**src/rtl/cfu_pkg.sv**
```systemverilog
// Shared CFU-L2 definitions: response status encoding and the buffered response record.
package cfu_pkg;

  localparam int CFU_PKG_STATUS_W = 3;
  localparam int CFU_PKG_DATA_W   = 32;

  typedef enum logic [CFU_PKG_STATUS_W-1:0] {
    CFU_OK           = 3'd0,
    CFU_ERROR_CFU    = 3'd1,
    CFU_ERROR_OFF    = 3'd2,
    CFU_ERROR_STATE  = 3'd3,
    CFU_ERROR_CUSTOM = 3'd4
  } cfu_status_e;

  // Field order matches the {status, data} packing used by the response FIFO.
  typedef struct packed {
    logic [CFU_PKG_STATUS_W-1:0] status;
    logic [CFU_PKG_DATA_W-1:0]   data;
  } cfu_resp_t;

endpackage

```
**src/rtl/cfu_resp_fifo.sv**
```systemverilog
// Registered response FIFO, DEPTH a power of two; pointers wrap naturally.
module cfu_resp_fifo #(
  parameter int DEPTH = 4,
  parameter int W     = 35
) (
  input  logic         clk,
  input  logic         rst_n,
  input  logic         clk_en,
  input  logic         push,
  input  logic [W-1:0] wdata,
  input  logic         pop,
  output logic [W-1:0] rdata,
  output logic         empty
);

  localparam int AW = $clog2(DEPTH);

  logic [W-1:0]  mem [DEPTH];
  logic [AW-1:0] wr_ptr;
  logic [AW-1:0] rd_ptr;
  logic [AW:0]   count;
  logic          full;
  logic          do_pop;

  assign empty  = (count == '0);
  assign full   = (count == (AW+1)'(DEPTH));
  assign do_pop = pop && !empty;
  assign rdata  = mem[rd_ptr];

  always_ff @(posedge clk or negedge rst_n) begin
    if (!rst_n) begin
      wr_ptr <= '0;
      rd_ptr <= '0;
      count  <= '0;
    end else if (clk_en) begin
      if (push)   wr_ptr <= wr_ptr + 1'b1;
      if (do_pop) rd_ptr <= rd_ptr + 1'b1;
      count <= count + (AW+1)'(push) - (AW+1)'(do_pop);
    end
  end

  always_ff @(posedge clk) begin
    if (clk_en && push) mem[wr_ptr] <= wdata;
  end

  // Credit accounting upstream must keep a slot free for every outstanding request.
  assert property (@(posedge clk) disable iff (!rst_n) (clk_en && push) |-> !full);

endmodule

```
**src/rtl/cfu_l2_initiator.sv**
```systemverilog
// CFU-L2 initiator: one-entry registered request stage, credit counter and in-order response buffer.
module cfu_l2_initiator
  import cfu_pkg::*;
#(
  parameter int CFU_CFU_ID_W  = 1,
  parameter int CFU_FUNC_ID_W = 10,
  parameter int CFU_DATA_W    = CFU_PKG_DATA_W,
  parameter int CFU_STATUS_W  = CFU_PKG_STATUS_W,
  parameter int MAX_OUT       = 4
) (
  input  logic                       clk,
  input  logic                       rst_n,
  input  logic                       clk_en,
  input  logic                       cmd_valid,
  output logic                       cmd_ready,
  input  logic [CFU_CFU_ID_W-1:0]    cmd_cfu,
  input  logic [CFU_FUNC_ID_W-1:0]   cmd_func,
  input  logic [CFU_DATA_W-1:0]      cmd_data0,
  input  logic [CFU_DATA_W-1:0]      cmd_data1,
  output logic                       req_valid,
  input  logic                       req_ready,
  output logic [CFU_CFU_ID_W-1:0]    req_cfu,
  output logic [CFU_FUNC_ID_W-1:0]   req_func,
  output logic [CFU_DATA_W-1:0]      req_data0,
  output logic [CFU_DATA_W-1:0]      req_data1,
  input  logic                       resp_valid,
  output logic                       resp_ready,
  input  logic [CFU_STATUS_W-1:0]    resp_status,
  input  logic [CFU_DATA_W-1:0]      resp_data,
  output logic                       out_valid,
  input  logic                       out_ready,
  output logic [CFU_STATUS_W-1:0]    out_status,
  output logic [CFU_DATA_W-1:0]      out_data,
  output logic [$clog2(MAX_OUT):0]   in_flight,
  output logic                       err_unexp
);

  localparam int CW = $clog2(MAX_OUT) + 1;
  localparam int W  = CFU_STATUS_W + CFU_DATA_W;

  logic [CW-1:0] pending;
  logic          credit_ok;
  logic          out_pop;
  logic          cmd_fire;
  logic          req_fire;
  logic          resp_take;
  logic          resp_unexp;
  logic          fifo_empty;
  logic [W-1:0]  fifo_rdata;

  // A pop in the same cycle frees a credit, so a full initiator can accept immediately.
  assign out_pop    = out_valid && out_ready;
  assign credit_ok  = (in_flight < CW'(MAX_OUT)) || out_pop;
  assign cmd_ready  = rst_n && credit_ok && (!req_valid || req_ready);
  assign cmd_fire   = clk_en && cmd_valid && cmd_ready;
  assign req_fire   = clk_en && req_valid && req_ready;
  assign resp_take  = clk_en && resp_valid && resp_ready && (pending != '0);
  assign resp_unexp = clk_en && resp_valid && resp_ready && (pending == '0);

  always_ff @(posedge clk or negedge rst_n) begin
    if (!rst_n) begin
      req_valid <= 1'b0;
      req_cfu   <= '0;
      req_func  <= '0;
      req_data0 <= '0;
      req_data1 <= '0;
    end else if (cmd_fire) begin
      req_valid <= 1'b1;
      req_cfu   <= cmd_cfu;
      req_func  <= cmd_func;
      req_data0 <= cmd_data0;
      req_data1 <= cmd_data1;
    end else if (req_fire) begin
      req_valid <= 1'b0;
    end
  end

  // pending counts requests issued on L2 but not yet answered; in_flight spans cmd accept to host pop.
  always_ff @(posedge clk or negedge rst_n) begin
    if (!rst_n) begin
      resp_ready <= 1'b0;
      err_unexp  <= 1'b0;
      pending    <= '0;
      in_flight  <= '0;
    end else if (clk_en) begin
      resp_ready <= 1'b1;
      if (resp_unexp) err_unexp <= 1'b1;
      pending   <= pending + CW'(req_fire) - CW'(resp_take);
      in_flight <= in_flight + CW'(cmd_fire) - CW'(out_pop);
    end
  end

  cfu_resp_fifo #(
    .DEPTH (MAX_OUT),
    .W     (W)
  ) u_fifo (
    .clk    (clk),
    .rst_n  (rst_n),
    .clk_en (clk_en),
    .push   (resp_take),
    .wdata  ({resp_status, resp_data}),
    .pop    (out_pop),
    .rdata  (fifo_rdata),
    .empty  (fifo_empty)
  );

  assign out_valid  = !fifo_empty;
  assign out_status = fifo_rdata[W-1:CFU_DATA_W];
  assign out_data   = fifo_rdata[CFU_DATA_W-1:0];

endmodule

```
**config.mk**
```make
export PLATFORM = sky130hd
export DESIGN_NAME = cfu_l2_initiator
export DESIGN_NICKNAME = d
export VERILOG_FILES = /design/src/rtl/cfu_pkg.sv /design/src/rtl/cfu_resp_fifo.sv /design/src/rtl/cfu_l2_initiator.sv
export SDC_FILE = /design/constraint.sdc
export NUM_CORES = 1
export LEC_CHECK = 0
export ABC_AREA = 1
export CAP_MARGIN = 0
export CORE_MARGIN = 1
export CORE_UTILIZATION = 53
export DETAILED_ROUTE_END_ITERATION = 8
export HOLD_SLACK_MARGIN = 0.1
export MAX_ROUTING_LAYER = met4
export PLACE_DENSITY_LB_ADDON = 0.2
export SETUP_SLACK_MARGIN = 0.5
export SYNTH_ARGS = -nofsm -noshare
export SYNTH_HDL_FRONTEND = slang
export SYNTH_SLANG_ARGS = --single-unit
```
**constraint.sdc**
```tcl
create_clock -name clk -period 4 [get_ports clk]
set_clock_uncertainty 0.1 [all_clocks]
set_input_delay 1 -clock clk [delete_from_list [all_inputs] [get_ports clk]]
set_output_delay 1 -clock clk [all_outputs]
set_load 0.1 [all_outputs]
```
Yosys cells after proc, flatten, opt, wreduce, memory -nomap -nowiden
Memories as Yosys holds them, arrays and structs flattened. Index checks and enable logic that the tools add are counted.

Register bits after elaboration: 91. Latch bits: 0. Memory bits (writable): 140. Memory bits (read-only): 0. Input bits: 117. Output and inout bits: 118. Logic and storage cells: 50. Memories kept: 1.

Add/sub/neg operators: 8. Multiply operators: 0. Divide/modulo/power cells: 0. $lt $le $gt $ge: 1. Equality and inequality tests: 0. Shift operators: 0. Multiplexer cells: 4. Bitwise operators: 0. Reduce and logical (&&, ||, !) cells: 24.

Memories: u_fifo.mem (depth 4, bits a word 35, read ports 1, clocked after memory_dff 0, write ports 1, line cfu_resp_fifo.sv:18) `logic [W-1:0] mem [DEPTH];`.

Operator list (count): logical AND 1 bit (13); adder 3 x 1 -> 3 bit (3); subtractor 3 x 1 -> 3 bit (3); zero test 3 bit (2); AND reduction 2 bit (3); adder 2 x 1 -> 2 bit, second input constant (2); 2-to-1 mux 1 bit (4); less-than comparator 3 bit, second input constant (1); nonzero test 3 bit (1); zero test 1 bit (2); logical OR 1 bit (2); nonzero test 2 bit (1).

Logic depth before layout (Yosys ltp)
Word-level depth: 9. Depth in mapped cells: 13. Mapped depth without buffers: 12.

By module
Synthesis repeated with hierarchy kept, for this count alone.

Cells, all modules: 830. Area, all modules: 9431.5 µm².

Modules (own cells, without submodules): cfu_resp_fifo (times used 1, cells each 434, area each 5808.1 µm², seq. area each 4379.2 µm²); cfu_l2_initiator (times used 1, cells each 396, area each 3623.5 µm², seq. area each 2102.0 µm²).

Least setup slack after synthesis
OpenSTA, ideal clock, no wires.

Kind: register to output. From: reg u_fifo.rd_ptr[0]. To: out out_data[18]. Arrival time: 2459 ps. Required time: 2900 ps. Setup slack: 441 ps. Stages on the path, launching flop included: 6. Path buffers: 2. Path through: dfrtp_1 > buf_2 > inv_2 > clkbuf_1 > o21ai_0 > o22ai_1.

Word-level cells in the longest chain between the ends: 1.

Ends and longest elaborated chain: from (decl) (line cfu_resp_fifo.sv:20) `logic [AW-1:0] rd_ptr;`; from (signal assigned) (line cfu_resp_fifo.sv:37) `if (do_pop) rd_ptr <= rd_ptr + 1'b1;`; memory (4 x 35 bit); to (decl) (line cfu_l2_initiator.sv:33) `output logic [CFU_DATA_W-1:0] out_data,`.

Every way passes these cells.

Final worst setup path
From: reg u_fifo.rd_ptr[0]. To: out out_data[0].

The elaborated chain is that of the path after synthesis.

==> results.txt <==
Status: complete, no violations
Count of max-cap constraint violations: 0
CP max FO: 39
Mean Syn Cell Area: 11.8 um2
Final setup violating endpoints: 0
Met2 usage: 0.430
FILL cells: 1069
Synthesized Nets: 910
Final hold viol count: 0
Vias: 6760
Fin crit period: 3340 ps
Yosys warns: 0
Largest cells by area after synthesis: edfxtp_1 46%, dfrtp_1 25%, nand2_1 6.9%, nand4_1 5.1%, o21ai_0 3.7%
Clock sinks: 231
Final slew viol count: 0
Most common library cells after synthesis: 168 x nand2_1, 140 x edfxtp_1, 91 x dfrtp_1, 77 x nor2_1, 75 x nand4_1
Worst path bufs/invs: 2
Max Buffers Root-to-Sink: 3
CTS tree: yes
ANT cells: 0
Routed wire per std cell: 18.0 um
H-tree depth: 1
Worst-margin pin slew: 1060 ps
RSZ-0062 raised after global routing: no
Sequential area share after synthesis: 0.706
Area share of the largest cell type after synthesis: 0.458
Largest net degree at the start of global routing: 77
Die W: 134 um
Worst Hold Class: reg -> reg
Simple-Gate Fraction of Synth Area: 0.156
Nets: 1132
Critical Path, Cell by Cell: inv_2 -> o21ai_0 -> o22ai_1 -> buf_12
Placement Rows: 47
Most used routing layer in global routing: met2
R2R Path Start: req_valid
Post-synthesis compound-gate area fraction: 0.0709
Setup_tns: 0 ps
Post-synthesis to final-layout area growth: 41.6%
Ports: 235
Starting Density: 0.548
Number of global-route vias before repair: 6824
Port bufs: 234
Max_slew headroom: 0.293
Distinct cells, synth: 26
Global-route wire length before repair: 34900 um
Critical path's top delay family: buffers and inverters
Post-synth top flop: edfxtp_1
Worst-path clk slew: 60 ps
Synth area leader: edfxtp_1
Slowest cell on crit path: inv_2
Post-Syn Instances: 780
Post-synthesis adder-cell area fraction: 0.0202
Req. time, crit path: 2900 ps
Pre-CTS setup slack: 598 ps
Crit. End Element: primary output
Core footprint: 16800 um2
CP Launch Type: flip-flop
Kind of critical path: reg -> out
Final period util: 0.835
Delay of the slowest critical-path stage: 490 ps
Arrival @ worst endpoint: 2240 ps
Post-detailed-routing wire length: 22200 um
Post-synth EDFFs: 140
CTS Buf Count: 23
Async S/R FF share, synth: 0.394
CTS root buf: clkbuf_16
Xor-xnor portion of the synthesized cell area: 0.00477
Worst skew pair latency: 500 ps
Initial antenna violation count: 0
Die area: 17900 um2
Most common cell in the netlist: nand2_1
Via density: 5.46
Crit path launch: u_fifo.rd_ptr[0]
DR pass1 iterations: 5
Fmax: 299 MHz
Initial DRC count: 538
Vert. Die Dim: 134 um
GP Congestion: 0.832
Synthesized flop and latch total: 231
Largest family of logic cells by synthesized area: simple AND/OR/NAND/NOR gates
Hold_sp: req_data1[24]
Post-route setup slack: 660 ps
Layout cell share with drive strength beyond 1: 0.131
Grt met1 use: 0.320
All-Layer GR Usage: 0.258
Drt drc: 0
Mapped Area: 9180 um2
DPL Wire Length: 14000 um
Hold_buf cts: 0
Mux contribution to synthesized area: 0
Total gr overflow: 0
Antenna viol nets, final: 0
Met3 global-route usage: 0.0521
==> cell type report <==
type	instances	area, um2	share of cell area
Tap cell	220	275	0.0212
Clock inverter	16	209	0.0161
Timing Repair Buffer	252	2840	0.219
Clock buffer	25	583	0.0448
Sequential cell	231	6480	0.499
Multi-Input combinational cell	465	2500	0.192
Inverter	29	109	0.00837
==> timing repair <==
item                       in CTS  in global routing
hold endpoints to repair        0                  0
setup endpoints to repair       0                  1
buffers inserted                0                  0
gates resized for setup         0                  1
==> per-layer routing <==
| layer | wire, um | share of wire |
|---|---|---|
| met4 | 469 | 0.021 |
| met3 | 1560 | 0.070 |
| met5 | 0 | 0 |
| met1 | 8690 | 0.39 |
| met2 | 11500 | 0.52 |
==> cells by family after synthesis <==
family,after synthesis
AO/OA/AOI/OAI,120
XOR/XNOR,5
adder cells (fa/ha/maj),13
buffers and inverters,84
flip-flops,231
AND/OR/NAND/NOR,327
==> registers in the layout (all words and copies together), names as in the netlist <==
signal,flops
req_cfu,1
err_unexp,1
req_func,10
req_valid,1
u_fifo.wr_ptr,2
u_fifo.count,3
in_flight,3
u_fifo.mem,140
u_fifo.rd_ptr,2
resp_ready,1
req_data0,32
req_data1,32
pending,3
==> worst reg2reg max path: stages, from the launching register on <==
cell	delay, ps
dfrtp_1	400
inv_1	70
o21a_2	280
nand3_2	120
ha_1	290
inv_1	40
ha_1	180
fa_1	370
a21oi_1	140
o21ai_0	120
xnor2_1	140
==> per-stage QoR <==
stage	hold WS (ps)	utilization	cell area (um2)	instances
after global placement	353	0.728	12200	1197
after global routing	384	0.776	13000	1238
after CTS	371	0.776	13000	1238
after detailed placement	358	0.728	12200	1197
after floorplan	413	-	9340	780
final	368	0.776	13000	1238
==> final timing paths <==
check / to / slack (ps) / cells past startpoint
setup / recovery: out_data[0] / 660 / 4
hold / removal: req_data1[24] / 370 / 2
setup reg to reg: in_flight[2] / 1650 / 10
hold reg to reg: req_data1[24] / 370 / 2
max in group asynchronous: err_unexp / 2240 / 3
min in group asynchronous: req_data0[18] / 530 / 2
==> layout by cell type, fill, tap and decap left out, types with 5 or more instances in the layout <==
cell type        Yosys  final
nand2_1            168    168
ha_1                10     10
dfrtp_1             91     90
nor2_1              77     73
clkdlybuf4s50_1      0    194
clkbuf_16            0     23
buf_4                1     20
inv_1               26     26
buf_12               0     37
o21ai_0             68     68
nand4_1             75     75
bufinv_16            0      5
o21ai_1             12     12
o22ai_1             35     10
o22ai_2              0     25
edfxtp_1           140    140
Power is left out: the tool's default activity adds up to more than one toggle a clock period on the data nets, which glitch-free logic cannot reach.
